[src/rtl/dso_cap_pkg.sv]
// Shared types and constants for the DSO trigger/capture sequencer.
package dso_cap_pkg;

    localparam int CAP_AW = 9;

    typedef enum logic [2:0] {IDLE, PRE, WAIT, POST, DONE} cap_state_e;

    localparam logic [1:0] TRIG_OFF  = 2'b00;
    localparam logic [1:0] TRIG_NORM = 2'b01;
    localparam logic [1:0] TRIG_AUTO = 2'b10;

    localparam logic [1:0] TRIG_SRC_1 = 2'b00;
    localparam logic [1:0] TRIG_SRC_2 = 2'b01;

    // Normal and auto are the only trigger types that allow a capture to run.
    function automatic logic trig_active(input logic [1:0] t);
        return (t == TRIG_NORM) || (t == TRIG_AUTO);
    endfunction

endpackage

[src/rtl/trig_edge_det.sv]
// Two-flop synchronizer for one raw trigger comparator plus an edge flop;
// emits a one-clk pulse on the selected edge (rise_sel_i=1 rising, 0 falling).
module trig_edge_det (
    input  logic clk,
    input  logic rst_n,
    input  logic trig_i,
    input  logic rise_sel_i,
    output logic edge_o
);

    logic sync1_q;
    logic sync2_q;
    logic prev_q;

    always_ff @(posedge clk) begin
        if (!rst_n) begin
            sync1_q <= 1'b0;
            sync2_q <= 1'b0;
            prev_q  <= 1'b0;
        end else begin
            sync1_q <= trig_i;
            sync2_q <= sync1_q;
            prev_q  <= sync2_q;
        end
    end

    assign edge_o = rise_sel_i ? (sync2_q & ~prev_q) : (~sync2_q & prev_q);

endmodule

[src/rtl/trig_capture_ctrl.sv]
// Trigger detection and capture sequencing: decimate, pre-fill, arm, trigger, post-fill, done.
// Optional AUTO_TRIG_EN macro enables the auto-mode timeout trigger.
module trig_capture_ctrl
    import dso_cap_pkg::*;
#(
    parameter int AW      = CAP_AW,
    parameter int AUTO_TO = 4096
) (
    input  logic          clk,
    input  logic          rst_n,
    input  logic          smpl_vld,
    input  logic          trig1,
    input  logic          trig2,
    input  logic          trig_edge,
    input  logic [1:0]    trig_type,
    input  logic [1:0]    trig_src,
    input  logic [AW-1:0] trig_pos,
    input  logic [3:0]    decimator,
    input  logic          clr_cap_done,
    output logic          ram_we,
    output logic [AW-1:0] ram_addr,
    output logic [AW-1:0] trace_end,
    output logic          cap_done,
    output logic          armed,
    output logic          auto_trig
);

    localparam int DEPTH = 2**AW;
    localparam int ATW   = $clog2(AUTO_TO + 1);

`ifdef AUTO_TRIG_EN
    localparam logic AUTO_EN = 1'b1;
`else
    localparam logic AUTO_EN = 1'b0;
`endif

    cap_state_e    state_q, state_d;
    logic [AW-1:0] pos_q, pos_d;
    logic [3:0]    dec_sel_q, dec_sel_d;
    logic [1:0]    src_q, src_d;
    logic [1:0]    type_q, type_d;
    logic          edge_sel_q, edge_sel_d;
    logic [14:0]   dec_cnt_q, dec_cnt_d;
    logic [AW-1:0] pre_cnt_q, pre_cnt_d;
    logic [AW:0]   post_cnt_q, post_cnt_d;
    logic [AW-1:0] wr_ptr_q, wr_ptr_d;
    logic [ATW-1:0] auto_cnt_q, auto_cnt_d;
    logic          pend_q, pend_d;
    logic          we_q, we_d;
    logic [AW-1:0] addr_q, addr_d;
    logic [AW-1:0] trace_end_q, trace_end_d;
    logic          cap_done_q, cap_done_d;
    logic          auto_trig_q, auto_trig_d;

    logic [1:0]    trig_raw;
    logic [1:0]    edge_vec;
    logic          edge_hit;
    logic [14:0]   dec_max;
    logic          slot;
    logic [AW:0]   post_target;

    assign trig_raw = {trig2, trig1};

    for (genvar gi = 0; gi < 2; gi++) begin : g_edge
        trig_edge_det u_det (
            .clk       (clk),
            .rst_n     (rst_n),
            .trig_i    (trig_raw[gi]),
            .rise_sel_i(edge_sel_q),
            .edge_o    (edge_vec[gi])
        );
    end

    assign edge_hit    = (src_q == TRIG_SRC_1) ? edge_vec[0] :
                         (src_q == TRIG_SRC_2) ? edge_vec[1] : 1'b0;
    assign dec_max     = 15'((16'd1 << dec_sel_q) - 16'd1);
    assign slot        = smpl_vld && (dec_cnt_q == '0);
    assign post_target = (AW+1)'(DEPTH) - (AW+1)'(pos_q);

    always_comb begin
        state_d     = state_q;
        pos_d       = pos_q;
        dec_sel_d   = dec_sel_q;
        src_d       = src_q;
        type_d      = type_q;
        edge_sel_d  = edge_sel_q;
        dec_cnt_d   = dec_cnt_q;
        pre_cnt_d   = pre_cnt_q;
        post_cnt_d  = post_cnt_q;
        wr_ptr_d    = wr_ptr_q;
        auto_cnt_d  = auto_cnt_q;
        pend_d      = 1'b0;
        we_d        = 1'b0;
        addr_d      = addr_q;
        trace_end_d = trace_end_q;
        cap_done_d  = cap_done_q;
        auto_trig_d = auto_trig_q;

        if (clr_cap_done) cap_done_d = 1'b0;
        if ((state_q inside {PRE, WAIT, POST}) && smpl_vld)
            dec_cnt_d = (dec_cnt_q == dec_max) ? '0 : dec_cnt_q + 1'b1;

        case (state_q)
            IDLE: begin
                dec_cnt_d = '0;
                if (trig_active(trig_type) && !cap_done_q) begin
                    state_d     = PRE;
                    pos_d       = trig_pos;
                    dec_sel_d   = decimator;
                    src_d       = trig_src;
                    type_d      = trig_type;
                    edge_sel_d  = trig_edge;
                    pre_cnt_d   = '0;
                    post_cnt_d  = '0;
                    wr_ptr_d    = '0;
                    auto_cnt_d  = '0;
                    auto_trig_d = 1'b0;
                end
            end
            PRE: begin
                if (pos_q == '0) begin
                    state_d = WAIT;
                end else if (slot) begin
                    we_d      = 1'b1;
                    addr_d    = wr_ptr_q;
                    wr_ptr_d  = wr_ptr_q + 1'b1;
                    pre_cnt_d = pre_cnt_q + 1'b1;
                    if (pre_cnt_d == pos_q) state_d = WAIT;
                end
            end
            WAIT: begin
                // Edges landing between decimated slots are held until the next slot.
                pend_d = pend_q | edge_hit;
                if (slot) begin
                    we_d     = 1'b1;
                    addr_d   = wr_ptr_q;
                    wr_ptr_d = wr_ptr_q + 1'b1;
                    if (pend_q || edge_hit ||
                        (AUTO_EN && type_q == TRIG_AUTO && auto_cnt_q == ATW'(AUTO_TO))) begin
                        auto_trig_d = !(pend_q || edge_hit);
                        pend_d      = 1'b0;
                        post_cnt_d  = (AW+1)'(1);
                        state_d     = (post_target == (AW+1)'(1)) ? DONE : POST;
                    end else if (auto_cnt_q != ATW'(AUTO_TO)) begin
                        auto_cnt_d = auto_cnt_q + 1'b1;
                    end
                end
            end
            POST: begin
                if (slot) begin
                    we_d       = 1'b1;
                    addr_d     = wr_ptr_q;
                    wr_ptr_d   = wr_ptr_q + 1'b1;
                    post_cnt_d = post_cnt_q + 1'b1;
                    if (post_cnt_d == post_target) state_d = DONE;
                end
            end
            DONE: begin
                cap_done_d  = 1'b1;
                trace_end_d = addr_q;
                state_d     = IDLE;
            end
            default: state_d = IDLE;
        endcase

        // Turning the trigger off abandons any capture that has not yet completed.
        if (state_q != DONE && !trig_active(trig_type)) begin
            state_d = IDLE;
            we_d    = 1'b0;
        end
    end

    always_ff @(posedge clk) begin
        if (!rst_n) begin
            state_q     <= IDLE;
            pos_q       <= '0;
            dec_sel_q   <= '0;
            src_q       <= '0;
            type_q      <= '0;
            edge_sel_q  <= 1'b0;
            dec_cnt_q   <= '0;
            pre_cnt_q   <= '0;
            post_cnt_q  <= '0;
            wr_ptr_q    <= '0;
            auto_cnt_q  <= '0;
            pend_q      <= 1'b0;
            we_q        <= 1'b0;
            addr_q      <= '0;
            trace_end_q <= '0;
            cap_done_q  <= 1'b0;
            auto_trig_q <= 1'b0;
        end else begin
            state_q     <= state_d;
            pos_q       <= pos_d;
            dec_sel_q   <= dec_sel_d;
            src_q       <= src_d;
            type_q      <= type_d;
            edge_sel_q  <= edge_sel_d;
            dec_cnt_q   <= dec_cnt_d;
            pre_cnt_q   <= pre_cnt_d;
            post_cnt_q  <= post_cnt_d;
            wr_ptr_q    <= wr_ptr_d;
            auto_cnt_q  <= auto_cnt_d;
            pend_q      <= pend_d;
            we_q        <= we_d;
            addr_q      <= addr_d;
            trace_end_q <= trace_end_d;
            cap_done_q  <= cap_done_d;
            auto_trig_q <= auto_trig_d;
        end
    end

    assign ram_we    = we_q;
    assign ram_addr  = addr_q;
    assign trace_end = trace_end_q;
    assign cap_done  = cap_done_q;
    assign armed     = (state_q == WAIT);
    assign auto_trig = auto_trig_q;

endmodule

[config.mk]
export PLATFORM = sky130hd
export DESIGN_NAME = trig_capture_ctrl
export DESIGN_NICKNAME = d
export VERILOG_FILES = /design/src/rtl/dso_cap_pkg.sv /design/src/rtl/trig_edge_det.sv /design/src/rtl/trig_capture_ctrl.sv
export SDC_FILE = /design/constraint.sdc
export NUM_CORES = 1
export LEC_CHECK = 0
export CORE_UTILIZATION = 55
export CTS_CLUSTER_SIZE = 16
export DETAILED_ROUTE_END_ITERATION = 16
export GPL_TIMING_DRIVEN = 0
export PLACE_DENSITY = 0.88
export RECOVER_POWER = 25
export SLEW_MARGIN = 5
export SYNTH_ARGS = -nofsm -noshare
export SYNTH_HDL_FRONTEND = slang
export SYNTH_SLANG_ARGS = --single-unit
[constraint.sdc]
create_clock -name clk -period 5.8 [get_ports clk]
set_input_delay 1.16 -clock clk [delete_from_list [all_inputs] [get_ports clk]]
set_output_delay 1.16 -clock clk [all_outputs]
set_load 0.02 [all_outputs]
==> results of run 1 <==
==> report_power, final <==
| part | switching (mW) | internal, mW | total, mW |
|---|---|---|---|
| sequential | 0.0146 | 0.637 | 0.651 |
| clock | 0.262 | 0.212 | 0.474 |
| combinational | 0.245 | 0.167 | 0.411 |
==> per-stage QoR <==
step	setup slack, ns	cell area [µm²]	total power, mW	utilization (%)
after floorplan	3.064	5241	0.9670	-
after global routing	2.417	6071	1.604	65.70
after CTS	2.513	6071	1.532	65.70
after detailed placement	2.246	5853	1.066	63.34
after global placement	2.296	5853	1.047	63.34
final	2.474	6071	1.536	65.70
==> worst reg2reg max path, stage by stage, from the launching register on <==
cell and delay (ns):
dfxtp_1 0.34, buf_2 0.18, nor3_1 0.35, nand2b_1 0.13, ha_1 0.20, buf_2 0.17
mux2i_1 0.13, a22oi_1 0.20, xnor2_1 0.09, or4_4 0.55, nor3_4 0.28, buf_6 0.18
nor3_1 0.06
==> cell type report <==
class	count	area (µm²)
plain buffers	42	188.9
clock buffers	9	123.9
clock inverters	7	93.84
fillers	760	3169
inverters	13	48.80
multi-input cells	494	3202
flip-flops and latches	90	1802
well taps	129	161.4
repair buffers	45	450.4
==> path summary, 6_finish.rpt <==
kind	start	end	slack, ns	cells past startpoint
worst min-delay path	g_edge[0].u_det.sync1_q$_SDFF_PN0_	g_edge[0].u_det.sync2_q$_SDFF_PN0_	0.44	1
worst min register to register	g_edge[0].u_det.sync1_q$_SDFF_PN0_	g_edge[0].u_det.sync2_q$_SDFF_PN0_	0.44	1
worst max-delay path	smpl_vld	state_q[1]$_SDFFE_PP0P_	2.47	8
worst max register to register	dec_sel_q[2]$_SDFFE_PN0P_	dec_cnt_q[6]$_SDFFE_PP0P_	2.81	12
==> state kept, by name (all words and copies together), names as in the netlist <==
signal                cells
auto_trig                 1
g_edge.u_det.sync1_q      2
g_edge.u_det.sync2_q      2
trace_end                 9
state_q                   3
ram_we                    1
pre_cnt_q                 9
dec_sel_q                 4
edge_sel_q                1
g_edge.u_det.prev_q       2
post_cnt_q               10
wr_ptr_q                  9
ram_addr                  9
dec_cnt_q                15
pend_q                    1
src_q                     2
cap_done                  1
pos_q                     9
==> cells in the mapped netlist, types with 3 or more instances <==
cell type  count  area (µm²)
clkbuf_1      26       97.59
and3_1        13       81.33
nand2b_1       3       18.77
nor4_1         8       50.05
or3b_1         3       26.28
nor3_2         3       30.03
a21boi_0      26       195.2
o31ai_1       10       75.07
dfxtp_1       90        1802
a31oi_1        6       37.54
nand3_1       16       80.08
mux2i_1       13       130.1
xor2_1        28       245.2
and2_1        24       150.1
buf_2         13       65.06
a21oi_1       18       90.09
nor2_1        40       150.1
inv_1         13       48.80
and4_1         4       35.03
or3_1          6       37.54
nor2b_1       15       93.84
o21ai_0       30       150.1
a22oi_1        4       30.03
nor3_1        30       150.1
nor3b_1        6       45.04
and3b_1        3       26.28
o41ai_1        3       26.28
ha_1           9       112.6
xnor2_1       33       289.0
nand4_1        9       56.30
nand2_1       83       311.6
==> cell families (layout without fill, tap and decap cells) <==
| family | Yosys count | in the layout | synth area share, % |
|---|---|---|---|
| compound gates | 126 | 126 | 16.35 |
| mux | 13 | 13 | 2.483 |
| buf+inv | 55 | 116 | 4.536 |
| xor+xnor | 61 | 61 | 10.19 |
| simple gates | 285 | 285 | 29.91 |
| flops | 90 | 90 | 34.38 |
| fa+ha+maj | 9 | 9 | 2.149 |
==> per-layer routing <==
metal | share of wire (%) | vias up
met5 | 0 | -
li1 | - | 2353
met3 | 6.5 | 39
met1 | 44 | 2295
met4 | 2.5 | 0
met2 | 47 | 199
==> impl_metrics.env, run 1 <==
export IMPL_status="finished clean"
export IMPL_hold_viol_final=0
export IMPL_io_buffers=45
export IMPL_viasPerCell=5.894
export IMPL_grt_total_usage_pct=27.05
export IMPL_worst_setup_path_end_kind="flip-flop"
export IMPL_required_ns=6.07
export IMPL_antenna_found_initial=0
export IMPL_diodes=0
export IMPL_ctsRootBufferMaster="clkbuf_8"
export IMPL_slew_headroom_pct=59.82
export IMPL_final_cell_mix="dfxtp_1 (90), nand2_1 (83), nor2_1 (40)"
export IMPL_p_per_area_nw_per_um2=253.1
export IMPL_grt_pass1_vias=4539
export IMPL_globalRouteMet3Util_pct=4.146
export IMPL_synth_flop_cell="dfxtp_1"
export IMPL_timing_hold_ws_ns=0.4385
export IMPL_detailed_place_hpwl_um=9388
export IMPL_core_area_um2=9240
export IMPL_nets=728
export IMPL_avgSynthCellArea_um2=8.202
export IMPL_path_clk_slew_ns=0.10
export IMPL_die_area_um2=9924
export IMPL_cpPeakStageDelay_ns=0.56
export IMPL_power_leakage_nw=2.194
export IMPL_ctsResizeCount=0
export IMPL_grt_util_met2_pct=45.30
export IMPL_holdCritPathClass="flip-flop to flip-flop"
export IMPL_grtUsageMet1_pct=34.98
export IMPL_gr_total_overflow=0
export IMPL_max_freq_ghz=0.3006
export IMPL_grt_pass1_wl_um=21460
export IMPL_initial_core_util_pct=56.72
export IMPL_yosysUniqueCellTypes=68
export IMPL_ys_ff_latch=90
export IMPL_cts_tree="done"
export IMPL_ant_nets=0
export IMPL_rsz0062_at_grt="no"
export IMPL_path_buf_inv=1
export IMPL_io_pins=46
export IMPL_die_y_um=99.62
export IMPL_cts_hold_buf=0
export IMPL_cp_data_arrival_time_ns=3.59
export IMPL_drv_slew=0
export IMPL_start_kind="input pin"
export IMPL_die_w_um=99.62
export IMPL_layout_cells_non_filler=829
export IMPL_irDropWorstVdd_mv=0.2093
export IMPL_routed_wl_um=13090
export IMPL_h_tree_depth=3
export IMPL_crit_chain="clkdlybuf4s50_1, and4bb_2, nand4_4, nor4_1, nand4_1, a21oi_1, nand2_1, a221oi_1"
export IMPL_drc=0
export IMPL_min_period_ns=3.326
export IMPL_async_reset_ff_share_pct=0
export IMPL_seq_area_frac_synth_pct=34.38
export IMPL_drt_pass1_iterations=5
export IMPL_first_iter_violations=358
export IMPL_dp_cells=813
export IMPL_final_period_utilization_pct=57.35
export IMPL_vias=4886
export IMPL_clk_path_buf_depth=2
export IMPL_clock_skew_ns=0.01552
export IMPL_worstSetupPathType="input pin to flip-flop"
export IMPL_critical_path_top_delay_family="simple AND/OR/NAND/NOR gates"
export IMPL_tns_ns=0
export IMPL_layout_drive_gt1_share_pct=7.143
export IMPL_cts_setup_buffers=0
export IMPL_worst_slew_pin_slew_ns=0.6014
export IMPL_final_common_cell="dfxtp_1"
export IMPL_synth_edf_count=0
export IMPL_clkLatencyLatePin_ns=0.37
export IMPL_max_cap_violations=0
export IMPL_syn_area_um2=5241
export IMPL_setup_viol_count_final=0
export IMPL_grt_busiest_layer="met2"
export IMPL_synth_warnings=0
export IMPL_gp_congestion=0.9569
export IMPL_syn_inst=639
export IMPL_cp_slowest_cell="clkdlybuf4s50_1"
export IMPL_row_count=35
export IMPL_grt_max_degree=19
export IMPL_wl_per_cell_um=15.79
export IMPL_numCtsBuffers=9
export IMPL_synth_nets=672
export IMPL_critPathMaxFanout=10
export IMPL_area_growth_pct=15.83
export IMPL_cts_sink_count=90
Note: power is estimated with default switching activity, not from simulation.
==> run 2, diff against run 1 <==
--- a/config.mk
+++ b/config.mk
@@ -5,7 +5,7 @@
 export SDC_FILE = /design/constraint.sdc
 export NUM_CORES = 1
 export LEC_CHECK = 0
-export CORE_UTILIZATION = 55
+export CORE_UTILIZATION = 53
 export CTS_CLUSTER_SIZE = 16
 export DETAILED_ROUTE_END_ITERATION = 16
 export GPL_TIMING_DRIVEN = 0
==> constraint.sdc (replaced) <==
create_clock -name clk -period 2.9 [get_ports clk]
set_input_delay 0.58 -clock clk [delete_from_list [all_inputs] [get_ports clk]]
set_output_delay 0.58 -clock clk [all_outputs]
set_load 0.02 [all_outputs]
==> impl_metrics.env, run 2 (synthesized netlist as in run 1, its figures left out) <==
export IMPL_status="finished clean"
export IMPL_cp_data_arrival_time_ns=3.03
export IMPL_final_period_utilization_pct=95.87
export IMPL_core_area_um2=9415
export IMPL_multiInputGateArea_um2=3228
export IMPL_first_iter_violations=397
export IMPL_worst_slew_pin_slew_ns=0.7474
export IMPL_die_area_um2=10290
export IMPL_viasPerCell=5.934
export IMPL_start_kind="flip-flop"
export IMPL_row_count=35
export IMPL_worst_setup_path_end_kind="flip-flop"
export IMPL_fillers=756
export IMPL_ant_nets=0
export IMPL_total_power_mw=3.043
export IMPL_io_pins=46
export IMPL_critPathMaxFanout=9
export IMPL_io_buffers=45
export IMPL_routed_wl_um=13420
export IMPL_placed_area_um2=5853
export IMPL_drt_pass1_iterations=5
export IMPL_max_freq_ghz=0.3597
export IMPL_min_period_ns=2.780
export IMPL_largest_reg_flops=15
export IMPL_timing_hold_ws_ns=0.4459
export IMPL_final_common_cell="dfxtp_1"
export IMPL_hold_viol_final=0
export IMPL_required_ns=3.15
export IMPL_drv_slew=0
export IMPL_top_regs="dec_cnt_q x15, post_cnt_q x10"
export IMPL_h_tree_depth=3
export IMPL_cts_tree="done"
export IMPL_regToRegEndpoint="dec_cnt_q[6]$_SDFFE_PP0P_"
export IMPL_grt_total_usage_pct=26.52
export IMPL_rr_startpoint="dec_sel_q[3]$_SDFFE_PN0P_"
export IMPL_clk_path_buf_depth=2
export IMPL_reg2reg_slack_ns=0.12
export IMPL_detailed_place_hpwl_um=9772
export IMPL_globalRouteMet3Util_pct=6.004
export IMPL_power_leakage_nw=2.237
export IMPL_cts_hold_buf=0
export IMPL_clkLatencyLatePin_ns=0.38
export IMPL_layout_drive_gt1_share_pct=8.523
export IMPL_gr_total_overflow=0
export IMPL_setup_viol_count_final=0
export IMPL_worst_slack_ns=0.1198
export IMPL_nets=732
export IMPL_diodes=0
export IMPL_grtUsageMet1_pct=31.36
export IMPL_drc=0
export IMPL_clock_skew_ns=0.01603
export IMPL_antenna_found_initial=0
export IMPL_path_clk_slew_ns=0.10
export IMPL_irDropWorstVdd_mv=0.4312
export IMPL_slew_headroom_pct=50.07
export IMPL_initial_core_util_pct=55.67
export IMPL_grt_max_degree=20
export IMPL_area_growth_pct=16.85
export IMPL_wl_per_cell_um=16.11
export IMPL_numCtsBuffers=9
export IMPL_p_per_area_nw_per_um2=496.8
export IMPL_ctsRootBufferMaster="clkbuf_8"
export IMPL_r2r_cells=11
export IMPL_cts_sink_count=90
export IMPL_post_place_ws_ns=-0.1580
export IMPL_whs_path_depth=1
export IMPL_grt_busiest_layer="met2"
export IMPL_holdCritPathClass="flip-flop to flip-flop"
export IMPL_postLayoutCellArea_um2=6125
export IMPL_grt_pass1_vias=4675
export IMPL_max_cap_violations=0
export IMPL_final_cell_mix="dfxtp_1 (89), nand2_1 (83), nor2_1 (40)"
export IMPL_die_y_um=101.4
export IMPL_grt_util_met2_pct=47.41
export IMPL_die_w_um=101.4
export IMPL_regMostFlops="dec_cnt_q"
export IMPL_min_delay_start="g_edge[1].u_det.sync1_q$_SDFF_PN0_"
export IMPL_vias=4943
export IMPL_grt_pass1_wl_um=21620
export IMPL_gp_congestion=0.9660
export IMPL_ff_latch_area_um2=1803
export IMPL_min_to="g_edge[1].u_det.sync2_q$_SDFF_PN0_"
export IMPL_worstSetupPathType="flip-flop to flip-flop"
-- run 2: layout make-up --
type,instances,share of cell area (%)
Buffer,40,2.983
Sequential cell,90,29.44
Timing Repair Buffer,51,8.049
Multi-Input combinational cell,494,52.71
Tap cell,129,2.635
Inverter,13,0.7967
Clock inverter,7,1.369
Clock buffer,9,2.022
-- run 2: stage by stage --
stage          utilization, %  TNS [ns]  cells
3_3_place_gp            62.17  -0.09196    813
3_5_place_dp            62.17    -1.431    813
6_report                65.05         0    833
2_1_floorplan               -         0    639
4_1_cts                 64.39         0    828
5_1_grt                 65.05  -0.07969    833
-- run 2: layer usage --
| layer | vias up | part of all wire (%) |
|---|---|---|
| met2 | 196 | 49 |
| met4 | 0 | 2.6 |
| met5 | - | 0 |
| met1 | 2344 | 42 |
| li1 | 2367 | - |
| met3 | 36 | 6.5 |
-- run 2: worst max-delay path by stage --
stage,startpoint,to,slack [ns],cells past startpoint
6_report,dec_sel_q[3]$_SDFFE_PN0P_,dec_cnt_q[6]$_SDFFE_PP0P_,0.12,11
5_1_grt,dec_sel_q[3]$_SDFFE_PN0P_,dec_cnt_q[6]$_SDFFE_PP0P_,-0.02,11
4_1_cts,dec_sel_q[3]$_SDFFE_PN0P_,dec_cnt_q[4]$_SDFFE_PP0P_,0.04,12
3_5_place_dp,smpl_vld,wr_ptr_q[5]$_SDFFE_PN0P_,-0.16,7
3_3_place_gp,smpl_vld,state_q[1]$_SDFFE_PP0P_,-0.04,8
2_1_floorplan,dec_sel_q[3]$_SDFFE_PN0P_,dec_cnt_q[10]$_SDFFE_PP0P_,0.25,12
-- run 2: where the power goes --
part,internal (mW),switching [mW]
registers,1.27,0.0324
clock network,0.347,0.536
logic,0.356,0.498
total,1.98,1.07
-- run 2: what timing repair did --
item                                    4_1_cts  5_1_grt
endpoints found under the setup margin       11       12
pin swaps                                     0        3
gates cloned                                  0        1
buffers inserted                              0        5
gates resized for setup                       1        7
-- run 2: critical path: stages (launching register included) --
cell      delay, ns
dfxtp_1        0.31
buf_2          0.18
nor3_4         0.25
nand2b_1       0.10
ha_2           0.26
mux2i_1        0.20
a22oi_2        0.09
xnor2_1        0.13
or4_4          0.55
nor3_4         0.32
buf_2          0.22
nor3_1         0.06
==> run 3, diff against run 2 <==
--- a/config.mk
+++ b/config.mk
@@ -14,4 +14,5 @@
 export SLEW_MARGIN = 5
 export SYNTH_ARGS = -nofsm -noshare
 export SYNTH_HDL_FRONTEND = slang
+export SYNTH_HIERARCHICAL = 1
 export SYNTH_SLANG_ARGS = --single-unit
==> impl_metrics.env, run 3 <==
export IMPL_synth_top_cell_area_share_pct=34.52
export IMPL_cp_data_arrival_time_ns=3.23
export IMPL_avgSynthCellArea_um2=8.363
export IMPL_detailed_place_hpwl_um=9363
export IMPL_start_kind="flip-flop"
export IMPL_cts_sink_count=90
export IMPL_max_freq_ghz=0.3408
export IMPL_numCtsBuffers=9
export IMPL_sequentialPowerShare_pct=42.4
export IMPL_final_period_utilization_pct=101.2
export IMPL_top_regs="dec_cnt_q x15, post_cnt_q x10"
export IMPL_core_area_um2=9371
export IMPL_synth_top_area_cell="dfxtp_1"
export IMPL_largest_reg_flops=15
export IMPL_die_area_um2=10250
export IMPL_syn_inst=624
export IMPL_clk_path_buf_depth=2
export IMPL_cts_hold_buf=0
export IMPL_violations="setup timing"
export IMPL_final_common_cell="dfxtp_1"
export IMPL_ys_ff_latch=90
export IMPL_routed_wl_um=13530
export IMPL_ctsRootBufferMaster="clkbuf_8"
export IMPL_min_period_ns=2.934
export IMPL_critical_path_top_delay_family="simple AND/OR/NAND/NOR gates"
export IMPL_first_iter_violations=297
export IMPL_nets=721
export IMPL_io_pins=46
export IMPL_crit_chain="inv_2, ha_4, or3b_4, nor3_4, ha_2, nor2b_4, o21bai_4, o221ai_2, a211o_1, nor4_4, or4b_4, a41oi_2"
export IMPL_holdCritPathClass="flip-flop to flip-flop"
export IMPL_setup_viol_count_final=1
export IMPL_synth_common_cells="dfxtp_1 (90), nand2_1 (59), nor2_1 (41)"
export IMPL_drc=0
export IMPL_drt_pass1_iterations=5
export IMPL_cp_slowest_cell="or4b_4"
export IMPL_final_cell_mix="dfxtp_1 (84), nand2_1 (59), nor2_1 (39)"
export IMPL_gr_total_overflow=0
export IMPL_p_comb_share_pct=27.2
export IMPL_worst_slew_pin_slew_ns=0.9393
export IMPL_max_cap_violations=0
export IMPL_slew_headroom_pct=37.15
export IMPL_gp_congestion=0.8931
export IMPL_p_per_area_nw_per_um2=498.6
export IMPL_layout_cells_non_filler=822
export IMPL_grt_max_degree=19
export IMPL_viasPerCell=5.988
export IMPL_yosysUniqueCellTypes=68
export IMPL_synth_edf_count=0
export IMPL_timing_hold_ws_ns=0.4501
export IMPL_drv_slew=0
export IMPL_wl_per_cell_um=16.45
export IMPL_grt_pass1_vias=4684
export IMPL_worstSetupPathType="flip-flop to flip-flop"
export IMPL_row_count=35
export IMPL_rsz0062_at_grt="yes"
export IMPL_layout_drive_gt1_share_pct=11.54
export IMPL_regMostFlops="dec_cnt_q"
export IMPL_clock_skew_ns=0.01333
export IMPL_grt_total_usage_pct=26.79
export IMPL_initial_core_util_pct=55.69
export IMPL_area_growth_pct=19.88
export IMPL_status="finished with violations"
export IMPL_grt_pass1_wl_um=21860
export IMPL_seq_area_frac_synth_pct=34.52
export IMPL_synth_most_common_cell="dfxtp_1"
export IMPL_placed_area_um2=5868
export IMPL_hold_viol_final=0
export IMPL_synth_flop_cell="dfxtp_1"
export IMPL_worst_setup_path_end_kind="flip-flop"
export IMPL_die_y_um=101.2
export IMPL_irDropWorstVdd_mv=0.2718
export IMPL_syn_area_um2=5219
export IMPL_cell_internal_pwr_mw=2.074
export IMPL_fillers=728
export IMPL_async_reset_ff_share_pct=0
export IMPL_required_ns=3.20
export IMPL_synth_warnings=6
export IMPL_worst_slack_ns=-0.03446
export IMPL_critPathMaxFanout=2
export IMPL_vias=4922
export IMPL_path_clk_slew_ns=0.11
export IMPL_h_tree_depth=3
export IMPL_swShare_pct=33.52
export IMPL_die_w_um=101.2
export IMPL_antenna_found_initial=0
export IMPL_synth_nets=657
export IMPL_dp_cells=798
export IMPL_p_clk_share_pct=30.4
export IMPL_cpPeakStageDelay_ns=0.50
export IMPL_path_buf_inv=1
export IMPL_diodes=0
export IMPL_power_leakage_nw=2.218
export IMPL_ant_nets=0
export IMPL_total_power_mw=3.119
export IMPL_clkLatencyLatePin_ns=0.37
export IMPL_io_buffers=45
export IMPL_post_route_util_pct=66.76
export IMPL_p_switching_mw=1.046
export IMPL_postLayoutCellArea_um2=6256
export IMPL_cts_tree="done"
export IMPL_ys_top_cells_by_area="dfxtp_1 (35%), mux2i_1 (5.9%), xnor2_1 (5.5%)"
run 3: tightest hold or removal path: stages, from the launching register on:
cell,delay [ns]
dfxtp_1,0.32
nand2_1,0.05
nor3_1,0.04
run 3: per-stage QoR:
step	setup slack (ns)	setup TNS [ns]
6_report	-0.03446	-0.03446
3_5_place_dp	-0.5230	-10.05
5_1_grt	-0.1064	-0.1917
4_1_cts	-0.1364	-0.1364
2_1_floorplan	-0.04167	-0.04167
3_3_place_gp	-0.4403	-8.200
run 3: metal layers:
layer,global-route usage (%),wire length [µm]
met2,43.43,6402
met3,4.693,820
met1,34.19,5856
met5,0,0
met4,13.94,447
run 3: area by class of cell:
cell class / count / area (µm²) / area share [%]
plain buffers: 29 / 133.9 / 2.140
clock buffers: 9 / 123.9 / 1.980
clock inverters: 7 / 90.09 / 1.440
inverters: 16 / 62.56 / 1.000
multi-input cells: 485 / 3329 / 53.22
flip-flops and latches: 90 / 1814 / 29.00
well taps: 129 / 161.4 / 2.580
repair buffers: 57 / 540.5 / 8.640
run 3: final timing paths:
check                    startpoint                 endpoint  slack [ns]  depth (start not counted)
max reg2reg   pos_q[1]$_SDFFE_PN0P_  state_q[1]$_SDFFE_PP0P_       -0.03                         12
min          auto_trig$_SDFFE_PN0P_   auto_trig$_SDFFE_PN0P_        0.45                          2
max           pos_q[1]$_SDFFE_PN0P_  state_q[1]$_SDFFE_PP0P_       -0.03                         12
min reg2reg  auto_trig$_SDFFE_PN0P_   auto_trig$_SDFFE_PN0P_        0.45                          2
run 3: kinds of logic after synthesis:
family / Yosys count / share of synthesized area [%]
xor+xnor: 56 / 9.398
fa+ha+maj: 9 / 2.158
compound gates: 113 / 15.56
mux: 33 / 6.377
simple gates: 274 / 28.36
flops: 90 / 34.52
buf+inv: 49 / 3.620
run 3: power by group through the flow:
stage               Clock [mW]  Combinational (mW)  Sequential [mW]
finish                   0.948               0.849             1.32
global route              1.00               0.911             1.33
CTS                      0.954               0.791             1.32
detailed placement           0               0.753             1.34
global placement             0               0.729             1.33
floorplan                    0               0.576             1.33
run 3: timing repair:
action | CTS | global route
gates resized for setup | 17 | 21
setup endpoints to repair | 15 | 24
buffers inserted | 10 | 2
pin swaps | 9 | 7
